## src/rtl/lut_load_if.sv

```systemverilog
// Command, word-stream and GPIO-bus signals between the LUT loader host and lut_load_ctrl.
// The master side is the host/loader; the slave side is the controller.
interface lut_load_if;
    logic        cfg_start;
    logic [15:0] cfg_base;
    logic [16:0] cfg_count;
    logic        cfg_abort;
    logic [15:0] word_in;
    logic        word_valid;
    logic        word_ready;
    logic [31:0] gpio_out;
    logic        busy;
    logic        lut_locked;
    logic        done;
    logic        aborted;
    logic [16:0] words_written;

    modport master (
        output cfg_start, cfg_base, cfg_count, cfg_abort, word_in, word_valid,
        input  word_ready, gpio_out, busy, lut_locked, done, aborted, words_written
    );

    modport slave (
        input  cfg_start, cfg_base, cfg_count, cfg_abort, word_in, word_valid,
        output word_ready, gpio_out, busy, lut_locked, done, aborted, words_written
    );
endinterface

```

## src/rtl/lut_load_ctrl.sv

```systemverilog
// Loads a GPIO-programmed lookup table from a valid/ready stream of 16-bit words:
// two address-byte writes, then two data-byte writes per word, relying on table auto-increment.
module lut_load_ctrl #(
    parameter logic [7:0] ADDR_REG     = 8'd0,
    parameter logic [7:0] DATA_REG     = 8'd1,
    parameter logic [7:0] IDLE_ADDR    = 8'd255,
    parameter int         PULSE_CYCLES = 4,
    parameter int         W_CLK_BIT    = 31,
    parameter int         ADDR_LSB     = 16,
    parameter int         DATA_LSB     = 0
) (
    input  logic        clk,
    input  logic        rst,
    lut_load_if.slave   bus
);

    localparam logic [2:0] S_IDLE  = 3'd0;
    localparam logic [2:0] S_A_HI  = 3'd1;
    localparam logic [2:0] S_A_LO  = 3'd2;
    localparam logic [2:0] S_WAIT  = 3'd3;
    localparam logic [2:0] S_D_HI  = 3'd4;
    localparam logic [2:0] S_D_LO  = 3'd5;
    localparam logic [2:0] S_TRAIL = 3'd6;
    localparam logic [2:0] S_DONE  = 3'd7;

    localparam logic [7:0] CYC_LAST = 8'(PULSE_CYCLES - 1);

    function automatic logic [31:0] make_gpio(input logic [7:0] addr,
                                              input logic [7:0] data,
                                              input logic       strobe);
        logic [31:0] g;
        g                 = 32'd0;
        g[ADDR_LSB +: 8]  = addr;
        g[DATA_LSB +: 8]  = data;
        g[W_CLK_BIT]      = strobe;
        return g;
    endfunction

    localparam logic [31:0] GPIO_IDLE = make_gpio(IDLE_ADDR, 8'd0, 1'b0);

    logic [2:0]  state_q,   state_d;
    logic        phase_q,   phase_d;     // 0: setup, 1: strobe high
    logic [7:0]  cyc_q,     cyc_d;
    logic [15:0] base_q,    base_d;
    logic [16:0] count_q,   count_d;
    logic [15:0] word_q,    word_d;
    logic [16:0] ww_q,      ww_d;
    logic        abort_q,   abort_d;
    logic [31:0] gpio_q,    gpio_d;
    logic        ready_q,   ready_d;
    logic        busy_q,    busy_d;
    logic        done_q,    done_d;
    logic        aborted_q, aborted_d;

    logic        cyc_last_s;
    logic        abort_now_s;
    logic [16:0] ww_inc_s;
    logic [31:0] gpio_hold_s;

    assign cyc_last_s  = (cyc_q == CYC_LAST);
    assign abort_now_s = abort_q | bus.cfg_abort;
    assign ww_inc_s    = ww_q + 17'd1;

    // Sequencer: phase timing, byte selection and word handshake.
    always_comb begin
        state_d = state_q;
        phase_d = phase_q;
        cyc_d   = cyc_q;
        base_d  = base_q;
        count_d = count_q;
        word_d  = word_q;
        ww_d    = ww_q;

        if ((state_q != S_IDLE) && bus.cfg_abort) begin
            abort_d = 1'b1;
        end else begin
            abort_d = abort_q;
        end

        case (state_q)
            S_IDLE: begin
                if (bus.cfg_start) begin
                    base_d  = bus.cfg_base;
                    count_d = bus.cfg_count;
                    ww_d    = 17'd0;
                    abort_d = 1'b0;
                    phase_d = 1'b0;
                    cyc_d   = 8'd0;
                    state_d = (bus.cfg_count == 17'd0) ? S_DONE : S_A_HI;
                end else begin
                    state_d = S_IDLE;
                end
            end

            S_A_HI, S_A_LO, S_D_HI, S_D_LO: begin
                if (!cyc_last_s) begin
                    cyc_d = cyc_q + 8'd1;
                end else if (!phase_q) begin
                    cyc_d   = 8'd0;
                    phase_d = 1'b1;
                end else begin
                    cyc_d   = 8'd0;
                    phase_d = 1'b0;
                    // An abort never splits a data byte pair: D_HI always goes on to D_LO.
                    case (state_q)
                        S_A_HI:  state_d = abort_now_s ? S_TRAIL : S_A_LO;
                        S_A_LO:  state_d = abort_now_s ? S_TRAIL : S_WAIT;
                        S_D_HI:  state_d = S_D_LO;
                        S_D_LO: begin
                            ww_d    = ww_inc_s;
                            state_d = ((ww_inc_s == count_q) || abort_now_s) ? S_TRAIL : S_WAIT;
                        end
                        default: state_d = S_IDLE;
                    endcase
                end
            end

            S_WAIT: begin
                cyc_d   = 8'd0;
                phase_d = 1'b0;
                if (abort_now_s) begin
                    state_d = S_TRAIL;
                end else if (bus.word_valid) begin
                    word_d  = bus.word_in;
                    state_d = S_D_HI;
                end else begin
                    state_d = S_WAIT;
                end
            end

            S_TRAIL: begin
                if (!cyc_last_s) begin
                    cyc_d = cyc_q + 8'd1;
                end else begin
                    cyc_d   = 8'd0;
                    state_d = S_DONE;
                end
            end

            S_DONE: begin
                state_d = S_IDLE;
            end

            default: begin
                state_d = S_IDLE;
            end
        endcase
    end

    // Output values for the next cycle, derived from the next state so they line up with it.
    always_comb begin
        gpio_hold_s              = gpio_q;
        gpio_hold_s[W_CLK_BIT]   = 1'b0;

        case (state_d)
            S_IDLE:  gpio_d = GPIO_IDLE;
            S_A_HI:  gpio_d = make_gpio(ADDR_REG, base_d[15:8], phase_d);
            S_A_LO:  gpio_d = make_gpio(ADDR_REG, base_d[7:0],  phase_d);
            S_D_HI:  gpio_d = make_gpio(DATA_REG, word_d[15:8], phase_d);
            S_D_LO:  gpio_d = make_gpio(DATA_REG, word_d[7:0],  phase_d);
            default: gpio_d = gpio_hold_s;
        endcase

        ready_d   = (state_d == S_WAIT);
        busy_d    = (state_d != S_IDLE);
        done_d    = (state_q == S_DONE);
        // Aborted means the command ended short of its word count.
        aborted_d = (state_q == S_DONE) && abort_q && (ww_q != count_q);
    end

    // State and output registers.
    always_ff @(posedge clk or negedge rst) begin
        if (!rst) begin
            state_q   <= S_IDLE;
            phase_q   <= 1'b0;
            cyc_q     <= 8'd0;
            base_q    <= 16'd0;
            count_q   <= 17'd0;
            word_q    <= 16'd0;
            ww_q      <= 17'd0;
            abort_q   <= 1'b0;
            gpio_q    <= GPIO_IDLE;
            ready_q   <= 1'b0;
            busy_q    <= 1'b0;
            done_q    <= 1'b0;
            aborted_q <= 1'b0;
        end else begin
            state_q   <= state_d;
            phase_q   <= phase_d;
            cyc_q     <= cyc_d;
            base_q    <= base_d;
            count_q   <= count_d;
            word_q    <= word_d;
            ww_q      <= ww_d;
            abort_q   <= abort_d;
            gpio_q    <= gpio_d;
            ready_q   <= ready_d;
            busy_q    <= busy_d;
            done_q    <= done_d;
            aborted_q <= aborted_d;
        end
    end

    assign bus.gpio_out      = gpio_q;
    assign bus.word_ready    = ready_q;
    assign bus.busy          = busy_q;
    assign bus.lut_locked    = busy_q;
    assign bus.done          = done_q;
    assign bus.aborted       = aborted_q;
    assign bus.words_written = ww_q;

endmodule

```

## src/flat_wrapper.sv

```systemverilog
// flat-port wrapper written by rule: the top's interface ports become plain ports
module lut_load_ctrl_flat 
#(
    parameter logic [7:0] ADDR_REG     = 8'd0,
    parameter logic [7:0] DATA_REG     = 8'd1,
    parameter logic [7:0] IDLE_ADDR    = 8'd255,
    parameter int         PULSE_CYCLES = 4,
    parameter int         W_CLK_BIT    = 31,
    parameter int         ADDR_LSB     = 16,
    parameter int         DATA_LSB     = 0
)
  (clk, rst, bus_cfg_start, bus_cfg_base, bus_cfg_count, bus_cfg_abort, bus_word_in, bus_word_valid, bus_word_ready, bus_gpio_out, bus_busy, bus_lut_locked, bus_done, bus_aborted, bus_words_written);
  lut_load_if bus_i ();
  input  logic clk;
  input  logic rst;
  input wire logic [$bits(bus_i.cfg_start)-1:0] bus_cfg_start;
  input wire logic [$bits(bus_i.cfg_base)-1:0] bus_cfg_base;
  input wire logic [$bits(bus_i.cfg_count)-1:0] bus_cfg_count;
  input wire logic [$bits(bus_i.cfg_abort)-1:0] bus_cfg_abort;
  input wire logic [$bits(bus_i.word_in)-1:0] bus_word_in;
  input wire logic [$bits(bus_i.word_valid)-1:0] bus_word_valid;
  output wire logic [$bits(bus_i.word_ready)-1:0] bus_word_ready;
  output wire logic [$bits(bus_i.gpio_out)-1:0] bus_gpio_out;
  output wire logic [$bits(bus_i.busy)-1:0] bus_busy;
  output wire logic [$bits(bus_i.lut_locked)-1:0] bus_lut_locked;
  output wire logic [$bits(bus_i.done)-1:0] bus_done;
  output wire logic [$bits(bus_i.aborted)-1:0] bus_aborted;
  output wire logic [$bits(bus_i.words_written)-1:0] bus_words_written;
  assign bus_i.cfg_start = bus_cfg_start;
  assign bus_i.cfg_base = bus_cfg_base;
  assign bus_i.cfg_count = bus_cfg_count;
  assign bus_i.cfg_abort = bus_cfg_abort;
  assign bus_i.word_in = bus_word_in;
  assign bus_i.word_valid = bus_word_valid;
  assign bus_word_ready = bus_i.word_ready;
  assign bus_gpio_out = bus_i.gpio_out;
  assign bus_busy = bus_i.busy;
  assign bus_lut_locked = bus_i.lut_locked;
  assign bus_done = bus_i.done;
  assign bus_aborted = bus_i.aborted;
  assign bus_words_written = bus_i.words_written;
  lut_load_ctrl #(.ADDR_REG(ADDR_REG), .DATA_REG(DATA_REG), .IDLE_ADDR(IDLE_ADDR), .PULSE_CYCLES(PULSE_CYCLES), .W_CLK_BIT(W_CLK_BIT), .ADDR_LSB(ADDR_LSB), .DATA_LSB(DATA_LSB)) u_core (.clk(clk), .rst(rst), .bus(bus_i));
endmodule
```

## config.mk

```make
export PLATFORM = sky130hd
export DESIGN_NAME = lut_load_ctrl_flat
export DESIGN_NICKNAME = d
export VERILOG_FILES = /design/src/rtl/lut_load_if.sv /design/src/rtl/lut_load_ctrl.sv /design/src/flat_wrapper.sv
export SDC_FILE = /design/constraint.sdc
export NUM_CORES = 1
export LEC_CHECK = 0
export CAP_MARGIN = 20
export CORE_MARGIN = 3
export CORE_UTILIZATION = 45
export CTS_BUF_LIST = sky130_fd_sc_hd__clkbuf_2 sky130_fd_sc_hd__clkbuf_4 sky130_fd_sc_hd__clkbuf_8
export DETAILED_ROUTE_END_ITERATION = 12
export PLACE_DENSITY = 0.81
export SLEW_MARGIN = 5
export SYNTH_ARGS = -nofsm -noshare
export SYNTH_HDL_FRONTEND = slang
export SYNTH_SLANG_ARGS = --single-unit
```

## constraint.sdc

```tcl
create_clock -name clk -period 3.5 [get_ports clk]
set_input_delay 0.875 -clock clk [delete_from_list [all_inputs] [get_ports clk]]
set_output_delay 0.875 -clock clk [all_outputs]
set_load 0.01 [all_outputs]
```

==> impl_results.md <==
- Die Width: 115 um
- Clk slew on worst S/H paths: 0.10 ns
- Grt ovf: 0
- Status: finished, final reports clean
- Sequential area share after synthesis: 0.437
- Mapped Area: 0.00538 mm^2
- RSZ-0062 raised after global routing: no
- Capturing point of the worst reg2reg path: u_core.cyc_q[4]
- Htree depth: 3
- CTS max path bufs: 2
- Commonest non-fill, non-tap cell in the layout: clkdlybuf4s50_1
- Core area: 0.0116 mm^2
- Crit end category: flop
- VDD IR-drop max: 0.343 mV
- Worst EP required: 3.79 ns
- Final WS setup: 0.229 ns
- Critical Path Fanout Max: 12
- Max-slew violations: 0
- Die area: 0.0133 mm^2
- Cell area after placement: 0.00630 mm^2
- Drt total wl: 13500 um
- Synth Warn #: 0
- Final count of negative-setup-slack endpoints: 0
- Total routing usage reported by global routing: 0.206
- Pwr per Cell Area: 666 mW/mm^2
- Io pins: 108
- TritonCTS clock tree: built
- Pre-CTS setup slack: -0.00975 ns
- Final number of hold-violating endpoints: 0
- Utilization after layout: 0.566
- Max stage delay on crit path: 0.62 ns
- Via Count: 4323
- Final period utilization: 0.935
- Leakage: 2.65 nW
- Largest net degree at the start of global routing: 53
- Final Net Count: 638
- Final design area excluding fillers: 0.00655 mm^2
- WL/cell: 18.5 um
- FFs w/ async S/R, synth: 1.00
- Cell Count, Final, Fillers Out: 730
- Post-CTS Setup Inserts: 0
- Num Clock Sinks: 94
- Slew headroom: 0.508
- First-pass GRT wire length: 21700 um
- Top FF cell, synth: dfrtp_1
- Mean post-synth cell area: 10.8 um^2
- CTS resizes: 0
- DR iter-0 viols: 485
- Most frequent cells in the layout: 91 x clkdlybuf4s50_1, 89 x dfrtp_1, 51 x mux2_2
- Post-route ant nets: 0
- CTS root buf: clkbuf_8
- CP max stage cell: or4b_4
- Critical path startpoint category: flop
- Ant diodes: 0
- Hold Path Class: reg2reg
- Critical path, cell by cell: ha_2 -> nand3_2 -> nor4_1 -> xor2_1 -> o211ai_2 -> or4b_4 -> a21bo_2 -> nor3_4 -> inv_4 -> a31oi_4
- Worst hold stages: 1
- WP data arrival: 3.57 ns
- Worst hold endpoint: u_core.base_q[5]
- Mapped Cells: 500
- Placed insts: 713
- Hold_buf cts: 0
- Hold path startpoint: u_core.base_q[5]
- Setup slack, reg-to-reg: 0.23 ns
- Max-Cap Viols: 0
- Min Tclk post-route: 3.27 ns
- P&R area growth vs syn: 21.7%
- Vias in the first global route: 4241
- Worst slew pin tran: 0.736 ns
- Skew-Pair Late Insertion Delay: 0.38 ns
- Post-synth EDFFs: 0
- Layout cell share with drive strength beyond 1: 0.242
- RR Startpoint: u_core.bus.words_written[1]
- Clock skew: 0.0130 ns
- Detailed placer's ending HPWL: 9880 um
- Die Height: 115 um
- Initial Util: 0.465
- RePlAce Congestion: 0.942
- Vias per inst: 5.92
- Critical path class: reg2reg
- I/O Buffers: 92
- First-pass DRT Iterations: 5
- Yosys cell types: 84
- Total negative slack: 0 ns
- Peak Freq: 0.306 GHz
- Total CTS buffers: 9
- FF-to-FF path depth: 10
- Cell Rows: 39
- Antenna violations before repair: 0
- Residual DRC: 0
- #FFs+latches synth: 94
[registers in the layout, indices dropped and copies added, names as in the netlist, 3 cells and up]
name and flops:
u_core.base_q 16, u_core.cyc_q 8, u_core.bus.gpio_out 11, u_core.count_q 17, u_core.bus.words_written 17, u_core.word_q 16
u_core.state_q 3
[power breakdown]
part / leakage [nW] / total (mW) / switching (mW) / internal, mW
Clock: 0.115 / 0.835 / 0.407 / 0.428
Combinational: 1.36 / 1.82 / 0.911 / 0.907
Sequential: 1.18 / 1.71 / 0.277 / 1.43
Total: 2.65 / 4.36 / 1.59 / 2.77
[per-stage QoR]
step | total power, mW | hold slack [ns]
after floorplan | 3.09 | 0.467
after global placement | 3.42 | 0.479
after detailed placement | 3.51 | 0.488
after CTS | 4.34 | 0.511
after global routing | 4.62 | 0.527
final | 4.36 | 0.509
[critical path: cells and delay by family, from the launching register on]
kind	cells	cell delay (ns)
and+or+nand+nor	4	1.54
AOI/OAI and AO/OA	3	0.63
DFF	1	0.45
adders and majority gates	1	0.27
xor gates and xnor gates	1	0.20
buffers and inverters	1	0.11
[per-layer routing]
layer  routed length, um  vias up  GRT usage
met5                   0        -          0
met4                 300        0     0.0775
met3                 880       31     0.0353
met2                6450      195      0.334
met1                5850     2122      0.278
li1                    -     1975          -
[cell families after synthesis]
family,Yosys count,share of synthesized area
and+or+nand+nor,156,0.173
AOI/OAI and AO/OA,112,0.159
DFF,94,0.437
buffers and inverters,58,0.0725
muxes,52,0.109
xor gates and xnor gates,25,0.0435
adders and majority gates,2,0.00465
other,1,0.000697
[worst max-delay path by stage]
| stage | startpoint | endpoint | depth (start not counted) |
|---|---|---|---|
| after floorplan | u_core.bus.words_written[0] | u_core.bus.gpio_out[3] | 10 |
| final | u_core.bus.words_written[1] | u_core.cyc_q[4] | 10 |
| after global routing | u_core.bus.words_written[6] | u_core.cyc_q[0] | 9 |
| after global placement | bus_cfg_abort | u_core.bus.gpio_out[4] | 8 |
| after detailed placement | bus_cfg_abort | u_core.bus.gpio_out[4] | 8 |
| after CTS | u_core.bus.words_written[1] | u_core.cyc_q[4] | 10 |
[Yosys cell counts (3+ instances only)]
master,n,area share
a21oi_1,15,0.014
a21oi_2,3,0.0049
a221oi_2,5,0.014
a22o_1,3,0.0049
a31oi_1,8,0.0093
and2_2,4,0.0056
and3_1,10,0.012
buf_2,3,0.0028
buf_4,25,0.035
buf_6,3,0.0063
clkbuf_1,14,0.0098
clkbuf_8,5,0.013
dfrtp_1,92,0.43
inv_1,4,0.0028
mux2_2,51,0.11
nand2_1,19,0.013
nand2b_1,4,0.0046
nand3_1,15,0.014
nand4_1,11,0.013
nor2_1,29,0.020
nor2b_1,4,0.0046
nor3_1,14,0.013
nor4_1,6,0.0070
o2111ai_1,3,0.0049
o211ai_1,11,0.015
o21a_1,4,0.0056
o21ai_0,22,0.020
o41ai_1,5,0.0081
or3_1,8,0.0093
or3_2,6,0.0084
xnor2_1,13,0.021
xor2_1,11,0.018
[cell type report]
type	count	area, um^2
clock inverters	6	92.6
flip-flops and latches	94	2360
fillers	969	5010
inverters	6	25.0
multi-input cells	362	2710
repair buffers	109	1050
well taps	143	179
clock buffers	10	138
No activity file was read; power rests on OpenSTA's default activity.
